`config.mk`:
```
export PLATFORM = sky130hd
export DESIGN_NAME = img_alu_seq_flat
export DESIGN_NICKNAME = d
export VERILOG_FILES = /design/src/rtl/img_coproc_pkg.sv /design/src/rtl/img_alu_seq_if.sv /design/src/rtl/img_alu_seq_pipe.sv /design/src/rtl/img_alu_seq.sv /design/src/flat_wrapper.sv
export SDC_FILE = /design/constraint.sdc
export NUM_CORES = 1
export LEC_CHECK = 0
export CAP_MARGIN = 30
export CORE_AREA = 10 10 127 129
export DETAILED_ROUTE_END_ITERATION = 10
export DIE_AREA = 0 0 137 139
export GPL_ROUTABILITY_DRIVEN = 1
export PLACE_DENSITY = 0.9
export SYNTH_ARGS = -nofsm -noshare
export SYNTH_HDL_FRONTEND = slang
export SYNTH_HIERARCHICAL = 1
export SYNTH_SLANG_ARGS = --single-unit
export TNS_END_PERCENT = 5
```
`constraint.sdc`:
```
create_clock -name clk -period 4.9 [get_ports clk]
set_input_delay 0.49 -clock clk [delete_from_list [all_inputs] [get_ports clk]]
set_output_delay 0.49 -clock clk [all_outputs]
set_load 0.01 [all_outputs]
```
`src/rtl/img_coproc_pkg.sv`:
```
// Shared definitions for the image coprocessor: sequencer states, ALU opcodes
// and default widths.
package img_coproc_pkg;

  localparam int PIX_W      = 12;
  localparam int ADDR_W_DEF = 17;

  typedef enum logic [1:0] {
    IDLE  = 2'd0,
    RUN   = 2'd1,
    DRAIN = 2'd2,
    DONE  = 2'd3
  } seq_state_e;

  typedef enum logic [1:0] {
    FUNC_INVERT   = 2'b00,
    FUNC_COLOR    = 2'b01,
    FUNC_CONTRAST = 2'b10,
    FUNC_THRESH   = 2'b11
  } alu_func_e;

  function automatic int perfWidth(input int addrW);
    return addrW + 8;
  endfunction

endpackage

```
`src/rtl/img_alu_seq_if.sv`:
```
// Bundle of command, frame-buffer and ALU signals around img_alu_seq.
// The slave modport is the sequencer; the master modport is the CPU/memory side.
interface img_alu_seq_if #(
  parameter int ADDR_W = img_coproc_pkg::ADDR_W_DEF,
  parameter int PIX_W  = img_coproc_pkg::PIX_W
);

  logic              start;
  logic [1:0]        func;
  logic [ADDR_W-1:0] src_base;
  logic [ADDR_W-1:0] dst_base;
  logic [ADDR_W-1:0] len;
  logic              rd_hold;
  logic              rd_en;
  logic [ADDR_W-1:0] rd_addr;
  logic [PIX_W-1:0]  rd_data;
  logic [1:0]        alu_func;
  logic [PIX_W-1:0]  alu_pixel_in;
  logic [PIX_W-1:0]  alu_pixel_out;
  logic              wr_en;
  logic [ADDR_W-1:0] wr_addr;
  logic [PIX_W-1:0]  wr_data;
  logic              busy;
  logic              done;
  logic [ADDR_W+7:0] perf_cycles;

  modport master (
    output start, func, src_base, dst_base, len, rd_hold, rd_data, alu_pixel_out,
    input  rd_en, rd_addr, alu_func, alu_pixel_in, wr_en, wr_addr, wr_data,
           busy, done, perf_cycles
  );

  modport slave (
    input  start, func, src_base, dst_base, len, rd_hold, rd_data, alu_pixel_out,
    output rd_en, rd_addr, alu_func, alu_pixel_in, wr_en, wr_addr, wr_data,
           busy, done, perf_cycles
  );

endinterface

```
`src/rtl/img_alu_seq_pipe.sv`:
```
// Two-stage valid pipeline for img_alu_seq: read-return stage feeding a
// registered write stage that holds the ALU result and destination address.
module img_alu_seq_pipe #(
  parameter int ADDR_W = img_coproc_pkg::ADDR_W_DEF,
  parameter int PIX_W  = img_coproc_pkg::PIX_W
) (
  input  logic              clk,
  input  logic              rst_n,
  input  logic              clear_i,
  input  logic              issue_i,
  input  logic [ADDR_W-1:0] dstBase_i,
  input  logic [PIX_W-1:0]  aluPixel_i,
  output logic              inFlight_o,
  output logic              wrEn_o,
  output logic [ADDR_W-1:0] wrAddr_o,
  output logic [PIX_W-1:0]  wrData_o
);

  import img_coproc_pkg::*;

  logic              v1_q;
  logic              v2_q;
  logic [ADDR_W-1:0] wrIndex_q;
  logic [ADDR_W-1:0] wrAddr_q;
  logic [PIX_W-1:0]  wrData_q;

  // Results retire in issue order, so a running index is enough for the
  // destination address; it restarts with every accepted job.
  always_ff @(posedge clk) begin
    if (!rst_n) begin
      v1_q      <= 1'b0;
      v2_q      <= 1'b0;
      wrIndex_q <= '0;
      wrAddr_q  <= '0;
      wrData_q  <= '0;
    end else begin
      v1_q <= issue_i;
      v2_q <= v1_q;
      if (clear_i) begin
        wrIndex_q <= '0;
      end else if (v1_q) begin
        wrData_q  <= aluPixel_i;
        wrAddr_q  <= dstBase_i + wrIndex_q;
        wrIndex_q <= wrIndex_q + ADDR_W'(1);
      end
    end
  end

  assign inFlight_o = v1_q;
  assign wrEn_o     = v2_q;
  assign wrAddr_o   = wrAddr_q;
  assign wrData_o   = wrData_q;

endmodule

```
`src/rtl/img_alu_seq.sv`:
```
// Frame-level sequencer streaming LEN pixels from a source region through the
// pixel ALU into a destination region. IMG_ALU_SEQ_PERF_EN adds a busy-cycle counter.
module img_alu_seq #(
  parameter int ADDR_W = img_coproc_pkg::ADDR_W_DEF,
  parameter int PIX_W  = img_coproc_pkg::PIX_W
) (
  input  logic         clk,
  input  logic         rst_n,
  img_alu_seq_if.slave bus
);

  import img_coproc_pkg::*;

  seq_state_e        state_q;
  logic [1:0]        func_q;
  logic [ADDR_W-1:0] srcBase_q;
  logic [ADDR_W-1:0] dstBase_q;
  logic [ADDR_W-1:0] len_q;
  logic [ADDR_W-1:0] issued_q;
  logic [ADDR_W-1:0] issued_d;
  logic              busy_q;
  logic              done_q;

  logic              startAccept;
  logic              issue;
  logic              inFlight;
  logic              wrEn;
  logic [ADDR_W-1:0] wrAddr;
  logic [PIX_W-1:0]  wrData;

  assign startAccept = (state_q == IDLE) && bus.start;
  // RUN is left on the last issue, so in RUN there is always a read outstanding.
  assign issue       = (state_q == RUN) && !bus.rd_hold;
  assign issued_d    = issued_q + ADDR_W'(1);

  always_ff @(posedge clk) begin
    if (!rst_n) begin
      state_q   <= IDLE;
      func_q    <= '0;
      srcBase_q <= '0;
      dstBase_q <= '0;
      len_q     <= '0;
      issued_q  <= '0;
      busy_q    <= 1'b0;
      done_q    <= 1'b0;
    end else begin
      done_q <= 1'b0;
      case (state_q)
        IDLE: begin
          if (startAccept) begin
            func_q    <= bus.func;
            srcBase_q <= bus.src_base;
            dstBase_q <= bus.dst_base;
            len_q     <= bus.len;
            issued_q  <= '0;
            if (bus.len == '0) begin
              state_q <= DONE;
              done_q  <= 1'b1;
            end else begin
              state_q <= RUN;
              busy_q  <= 1'b1;
            end
          end
        end
        RUN: begin
          if (issue) begin
            issued_q <= issued_d;
            if (issued_d == len_q) begin
              state_q <= DRAIN;
            end
          end
        end
        DRAIN: begin
          // The write stage empties on this same edge once stage 1 is idle.
          if (!inFlight) begin
            state_q <= DONE;
            busy_q  <= 1'b0;
            done_q  <= 1'b1;
          end
        end
        DONE: begin
          state_q <= IDLE;
        end
        default: begin
          state_q <= IDLE;
        end
      endcase
    end
  end

  img_alu_seq_pipe #(
    .ADDR_W(ADDR_W),
    .PIX_W (PIX_W)
  ) u_pipe (
    .clk       (clk),
    .rst_n     (rst_n),
    .clear_i   (startAccept),
    .issue_i   (issue),
    .dstBase_i (dstBase_q),
    .aluPixel_i(bus.alu_pixel_out),
    .inFlight_o(inFlight),
    .wrEn_o    (wrEn),
    .wrAddr_o  (wrAddr),
    .wrData_o  (wrData)
  );

  assign bus.rd_en        = issue;
  assign bus.rd_addr      = srcBase_q + issued_q;
  assign bus.alu_func     = func_q;
  assign bus.alu_pixel_in = bus.rd_data;
  assign bus.wr_en        = wrEn;
  assign bus.wr_addr      = wrAddr;
  assign bus.wr_data      = wrData;
  assign bus.busy         = busy_q;
  assign bus.done         = done_q;

`ifdef IMG_ALU_SEQ_PERF_EN
  localparam int PERF_W = perfWidth(ADDR_W);

  logic [PERF_W-1:0] perfCycles_q;

  always_ff @(posedge clk) begin
    if (!rst_n) begin
      perfCycles_q <= '0;
    end else if (startAccept) begin
      perfCycles_q <= '0;
    end else if (busy_q && (perfCycles_q != '1)) begin
      perfCycles_q <= perfCycles_q + PERF_W'(1);
    end
  end

  assign bus.perf_cycles = perfCycles_q;
`else
  assign bus.perf_cycles = '0;
`endif

endmodule

```
`src/flat_wrapper.sv`:
```
// flat-port wrapper written by rule: the top's interface ports become plain ports
module img_alu_seq_flat import img_coproc_pkg::*;
#(
  parameter int ADDR_W = img_coproc_pkg::ADDR_W_DEF,
  parameter int PIX_W  = img_coproc_pkg::PIX_W
)
  (clk, rst_n, bus_start, bus_func, bus_src_base, bus_dst_base, bus_len, bus_rd_hold, bus_rd_data, bus_alu_pixel_out, bus_rd_en, bus_rd_addr, bus_alu_func, bus_alu_pixel_in, bus_wr_en, bus_wr_addr, bus_wr_data, bus_busy, bus_done, bus_perf_cycles);
  img_alu_seq_if #(.ADDR_W(ADDR_W), .PIX_W(PIX_W)) bus_i ();
  input  logic clk;
  input  logic rst_n;
  input wire logic [$bits(bus_i.start)-1:0] bus_start;
  input wire logic [$bits(bus_i.func)-1:0] bus_func;
  input wire logic [$bits(bus_i.src_base)-1:0] bus_src_base;
  input wire logic [$bits(bus_i.dst_base)-1:0] bus_dst_base;
  input wire logic [$bits(bus_i.len)-1:0] bus_len;
  input wire logic [$bits(bus_i.rd_hold)-1:0] bus_rd_hold;
  input wire logic [$bits(bus_i.rd_data)-1:0] bus_rd_data;
  input wire logic [$bits(bus_i.alu_pixel_out)-1:0] bus_alu_pixel_out;
  output wire logic [$bits(bus_i.rd_en)-1:0] bus_rd_en;
  output wire logic [$bits(bus_i.rd_addr)-1:0] bus_rd_addr;
  output wire logic [$bits(bus_i.alu_func)-1:0] bus_alu_func;
  output wire logic [$bits(bus_i.alu_pixel_in)-1:0] bus_alu_pixel_in;
  output wire logic [$bits(bus_i.wr_en)-1:0] bus_wr_en;
  output wire logic [$bits(bus_i.wr_addr)-1:0] bus_wr_addr;
  output wire logic [$bits(bus_i.wr_data)-1:0] bus_wr_data;
  output wire logic [$bits(bus_i.busy)-1:0] bus_busy;
  output wire logic [$bits(bus_i.done)-1:0] bus_done;
  output wire logic [$bits(bus_i.perf_cycles)-1:0] bus_perf_cycles;
  assign bus_i.start = bus_start;
  assign bus_i.func = bus_func;
  assign bus_i.src_base = bus_src_base;
  assign bus_i.dst_base = bus_dst_base;
  assign bus_i.len = bus_len;
  assign bus_i.rd_hold = bus_rd_hold;
  assign bus_i.rd_data = bus_rd_data;
  assign bus_i.alu_pixel_out = bus_alu_pixel_out;
  assign bus_rd_en = bus_i.rd_en;
  assign bus_rd_addr = bus_i.rd_addr;
  assign bus_alu_func = bus_i.alu_func;
  assign bus_alu_pixel_in = bus_i.alu_pixel_in;
  assign bus_wr_en = bus_i.wr_en;
  assign bus_wr_addr = bus_i.wr_addr;
  assign bus_wr_data = bus_i.wr_data;
  assign bus_busy = bus_i.busy;
  assign bus_done = bus_i.done;
  assign bus_perf_cycles = bus_i.perf_cycles;
  img_alu_seq #(.ADDR_W(ADDR_W), .PIX_W(PIX_W)) u_core (.clk(clk), .rst_n(rst_n), .bus(bus_i));
endmodule
```
Yosys cells after proc, flatten, opt, wreduce, memory -nomap -nowiden
Index checks and enable logic that the tools add are counted.
{"block": "word_totals", "input_bits": 81, "out_inout_bits": 89, "latch_bits": 0, "romBits": 0, "mem_bits_rw": 0, "register_bits": 122, "memories": 0, "elab_cells": 58}
{"block": "classes", "bitwise": 2, "shift": 0, "multipliers": 0, "n_eq_ne": 9, "div": 0, "magnitude_cmp": 0, "reduce_logical": 13, "addsub": 4, "n_mux": 17}
{"operator": "$add 17x1->17 const B", "count": 2}
{"operator": "$add 17x17->17", "count": 2}
{"operator": "$mux 17", "count": 2}
{"operator": "$pmux 17 s2", "count": 1}
{"operator": "$eq 17x17->1", "count": 1}
{"operator": "$logic_not 17->1", "count": 1}
{"operator": "$mux 2", "count": 5}
{"operator": "$ne 2x2->1 const B", "count": 4}
{"operator": "$pmux 2 s4", "count": 1}
{"operator": "$reduce_and 4->1", "count": 2}
{"operator": "$mux 1", "count": 6}
{"operator": "$eq 2x2->1 const B", "count": 2}
{"operator": "$pmux 1 s2", "count": 2}
{"operator": "$reduce_and 2->1", "count": 2}
{"operator": "$reduce_bool 2->1", "count": 2}
{"operator": "$reduce_and 3->1", "count": 1}
{"operator": "$eq 2x1->1 const B", "count": 1}
{"operator": "$logic_and 1x1->1", "count": 2}
{"operator": "$logic_not 2->1", "count": 1}
{"operator": "$ne 2x1->1 const B", "count": 1}
{"operator": "$not 1->1", "count": 2}
{"operator": "$reduce_or 2->1", "count": 1}
{"operator": "$logic_not 1->1", "count": 1}

Longest topological paths before layout
{"block": "depth", "ltp_word": 5, "depth_mapped": 11}

By module
The synthesis kept the hierarchy.
{"mod": "img_alu_seq", "seq_area_each_um2": 1481.4, "cells_each": 590, "area_per_inst_um2": 4707.0, "instances": 1}
{"mod": "img_alu_seq_pipe", "seq_area_each_um2": 960.9, "cells_each": 333, "area_per_inst_um2": 2675.1, "instances": 1}

Least setup slack after synthesis
OpenSTA, ideal clock, no wires.
{"block": "synth_path", "path_kind": "reg-to-output", "from": "register u_core.issued_q[0]", "to": "output port bus_rd_addr[16]", "required_ns": 4.410, "n_path_buf": 0, "path_stages_with_launch": 10, "arrival_ns": 2.331, "slack_ns": 2.079, "cell_sequence": "dfxtp_1 ha_1 fa_1 a211o_1 a21oi_1 o21ai_0 a41oi_1 o31ai_1 a21oi_1 xnor2_1"}
{"block": "synth_between", "elab_chain_len": 1}
{"item": "start: declaration", "line": "img_alu_seq.sv:19", "text": "logic [ADDR_W-1:0] issued_q;"}
{"item": "start signal: assignment", "line": "img_alu_seq.sv:67", "text": "issued_q <= issued_d;"}
{"item": "$add 17x17->17", "line": "img_alu_seq.sv:108", "text": "assign bus.rd_addr = srcBase_q + issued_q;"}
{"item": "end: declaration", "line": "flat_wrapper.sv:20", "text": "output wire logic [$bits(bus_i.rd_addr)-1:0] bus_rd_addr;"}
Every way passes these cells.

Final worst setup path
Ends and elaborated chain as after synthesis.

==> impl_metrics.ini <==
[detailed_routing]
drc = 0
vias_per_cell = 5.73
wl_per_cell_um = 17.0
drtIter0Drc = 546
via_count = 6903
antenna_left = 0
routed_wl_um = 20400
first_pass_iters = 5

[synth]
synth_cells = 923
synth-edff-count = 0
ys_warn_count = 6
synth-async-reset-ratio_pct = 0
synth_area_um2 = 7380
synth_flop_cell = dfxtp_1
yosysSeqAreaShare_pct = 33.1
synth-seq-cells = 122
syn_avg_cell_area_um2 = 8.00
synth.distinct_cells = 78

[die]
ios = 170
start_util_pct = 54.0
row_count = 43
die_area_um2 = 19000
die_height_um = 139
core_um2 = 13700
dieWidth_um = 137

[sta]
min_period_over_period_pct = 85.5
finalSetupViolCount = 0
clock.fmax_mhz = 239
tightest_slew_ns = 0.698
whs_ns = 0.457
period_minus_slack_ns = 4.19
rsz0062_at_grt = false
fin_tns_setup_ns = 0
fin_skew_ns = 0.00541
maxSlewHeadroom_pct = 53.4
finalMaxSlewViolations = 0
finalHoldViolCount = 0

[worst_setup_path]
setup.worst_path.start = u_core/issued_q[0]
crit_path_max_fanout = 10
reg2reg_slack_ns = 2.06
ff2ff_path_depth = 9
crit_slowest_cell = clkdlybuf4s50_1
worstSetupEndpointType = output pin
cp_common_cell = a21oi_1
r2r_start = u_core/state_q[0]
crit_end = bus_rd_addr[16]
startpoint_type = flop
worst_ep_required_time_ns = 4.41
reg2reg_to = u_core/state_q[0]
crit_chain = ha_1 > fa_1 > a211o_1 > a21oi_1 > o21ai_0 > a41oi_1 > o31ai_1 > a21oi_1 > xnor2_1 > clkdlybuf4s50_1
crit_type = flop to output pin
crit_arrival_ns = 3.70
max_stage_delay_ns = 0.55

[cells_and_area]
drive_above_1_share_pct = 6.25
nets = 1131
n_antenna_cell = 0
final_util_pct = 66.4
syn2layout_area_growth_pct = 23.0
fin_cells = 1204

[global_routing]
grt_max_degree = 71
global_route.overflow_total = 0
grt_pass1_wl_um = 33000
grt_pass1_vias = 6758
antenna_found_initial = 0
grt_use_total_pct = 20.9

[placed_design]
placed_cells_incl_taps = 1172
place_congestion = 0.921
hpwl_um = 14700
io_buffers = 120

[cts]
cts_buffers = 17
cts_hold_buffers = 0
cts_setup_buffers = 0
clk_path_buf_depth = 2
cts_resized = 0
clock_latency_ns = 0.42
cts_tree = built
htreeDepth = 4
cts_root_buffer = clkbuf_16
clk_pin_slew_ns = 0.06
clock-sinks = 122

[worst_hold_path]
min_path_type = flop to flop

[power]
p_per_area_nw_per_um2 = 356
ir_drop_mv = 0.211
leakagePower_uw = 0.00355
finalPower_uw = 3240

[job]
cap_viol_max_count = 0

[outcome]
status = completed
==> stage by stage <==
| stage | setup WS (ns) | cell area [um^2] |
|---|---|---|
| floorplan | 2.08 | 7470 |
| global placement | 1.29 | 8410 |
| detailed placement | 1.21 | 8470 |
| CTS | 0.749 | 9080 |
| global route | 0.530 | 9080 |
| finish | 0.711 | 9080 |
==> per-layer routing <==
layer | track usage (%) | wire (um) | part of all wire, %
met1 | 23.0 | 8110 | 40
met5 | 0 | 0 | 0
met3 | 5.04 | 1210 | 5.9
met2 | 37.6 | 10700 | 52
met4 | 7.21 | 414 | 2.0
==> area by class of cell <==
cell class | instances | area, um^2
fill | 1129 | 4590
multi-input combinational | 723 | 4450
timing repair buffer | 127 | 1280
inverter | 20 | 75.1
tap | 180 | 225
clock buffer | 18 | 439
sequential | 122 | 2440
clock inverter | 14 | 173
==> worst max-delay path, delay by kind of cell, from the launching register on <==
kind | cells | cell delay, ns
fa+ha+maj | 2 | 0.71
compound gates | 6 | 1.50
xor+xnor | 1 | 0.13
buf+inv | 1 | 0.55
flops | 1 | 0.39
==> cells by family after synthesis <==
family	Yosys count	share of synthesized area (%)
AND/OR/NAND/NOR	357	23.2
AO/OA/AOI/OAI	246	22.2
flip-flops	122	33.1
buffers and inverters	102	7.98
XOR/XNOR	51	6.05
adder cells (fa/ha/maj)	39	6.81
multiplexers	5	0.678
other	1	0.0508
==> how the worst min path moves through the flow <==
stage	slack [ns]	to	start	cells after the start
after global placement	0.44	u_core/u_pipe/wrAddr_o[3]	u_core/u_pipe/wrAddr_o[3]	2
after floorplan	0.45	u_core/len_q[0]	u_core/len_q[0]	2
after detailed placement	0.45	u_core/u_pipe/wrData_o[11]	u_core/u_pipe/wrData_o[11]	2
final	0.46	u_core/u_pipe/wrData_o[3]	u_core/u_pipe/wrData_o[3]	2
after CTS	0.46	u_core/u_pipe/wrData_o[3]	u_core/u_pipe/wrData_o[3]	2
after global routing	0.48	u_core/u_pipe/wrData_o[2]	u_core/u_pipe/wrData_o[2]	2
==> cells in the final DEF (no fill, tap or decap), types with 6 or more instances in the layout <==
cell | netlist | final
inv_1 | 19 | 19
clkbuf_16 | 0 | 17
or3_1 | 9 | 9
nor2_1 | 46 | 46
xnor2_1 | 27 | 27
clkdlybuf4s50_1 | 0 | 119
o211ai_1 | 9 | 9
a21oi_1 | 65 | 65
a211oi_1 | 6 | 6
a21o_1 | 15 | 15
conb_1 | 1 | 25
nor2b_1 | 10 | 9
ha_1 | 37 | 37
xor2_1 | 24 | 24
nor4_1 | 10 | 10
and2_1 | 9 | 9
o21ai_0 | 38 | 38
nand4_1 | 18 | 18
nand2b_1 | 6 | 6
o21bai_1 | 6 | 6
nor3_1 | 14 | 14
or4_1 | 6 | 6
and3_1 | 8 | 8
dfxtp_1 | 122 | 122
nand2_1 | 178 | 177
a21boi_0 | 61 | 61
nand3_1 | 21 | 21
==> cells in the mapped netlist (all sizes together) (5+ instances only) <==
master | instances | share of area (%)
a211oi | 7 | 0.78
nor4 | 12 | 1.3
o21ai | 41 | 2.8
a21oi | 65 | 4.4
o21bai | 6 | 0.61
nor2b | 10 | 0.85
o211ai | 9 | 0.92
nand3 | 23 | 1.8
o31ai | 5 | 0.51
nand2 | 179 | 9.1
inv | 20 | 1.0
or4 | 7 | 0.73
mux2i | 5 | 0.68
a21o | 15 | 1.5
nand4 | 20 | 1.9
nor2 | 46 | 2.3
o21a | 5 | 0.51
xnor2 | 27 | 3.2
buf | 48 | 4.7
or3 | 10 | 0.86
nand2b | 6 | 0.51
a21boi | 61 | 6.2
dfxtp | 122 | 33
xor2 | 24 | 2.8
and2 | 9 | 0.76
nor3 | 15 | 1.1
and3 | 8 | 0.68
clkbuf | 34 | 2.3
ha | 37 | 6.3
==> registers in the layout, summed over array words and instances (netlist names) <==
signal / cells
u_core/state_q: 2
u_core/u_pipe/wrAddr_o: 17
u_core/issued_q: 17
u_core/dstBase_q: 17
u_core/srcBase_q: 17
u_core/u_pipe/inFlight_o: 1
u_core/bus.alu_func: 2
u_core/u_pipe/wrIndex_q: 17
u_core/u_pipe/wrData_o: 12
u_core/bus.done: 1
u_core/len_q: 17
u_core/u_pipe/wrEn_o: 1
u_core/bus.busy: 1
==> where the power goes <==
part	switching [uW]	internal [uW]	total, uW
clock	472	814	1290
combinational	464	338	802
sequential	70.3	1080	1150
total	1010	2230	3240
(Power assumes the default switching activity.)
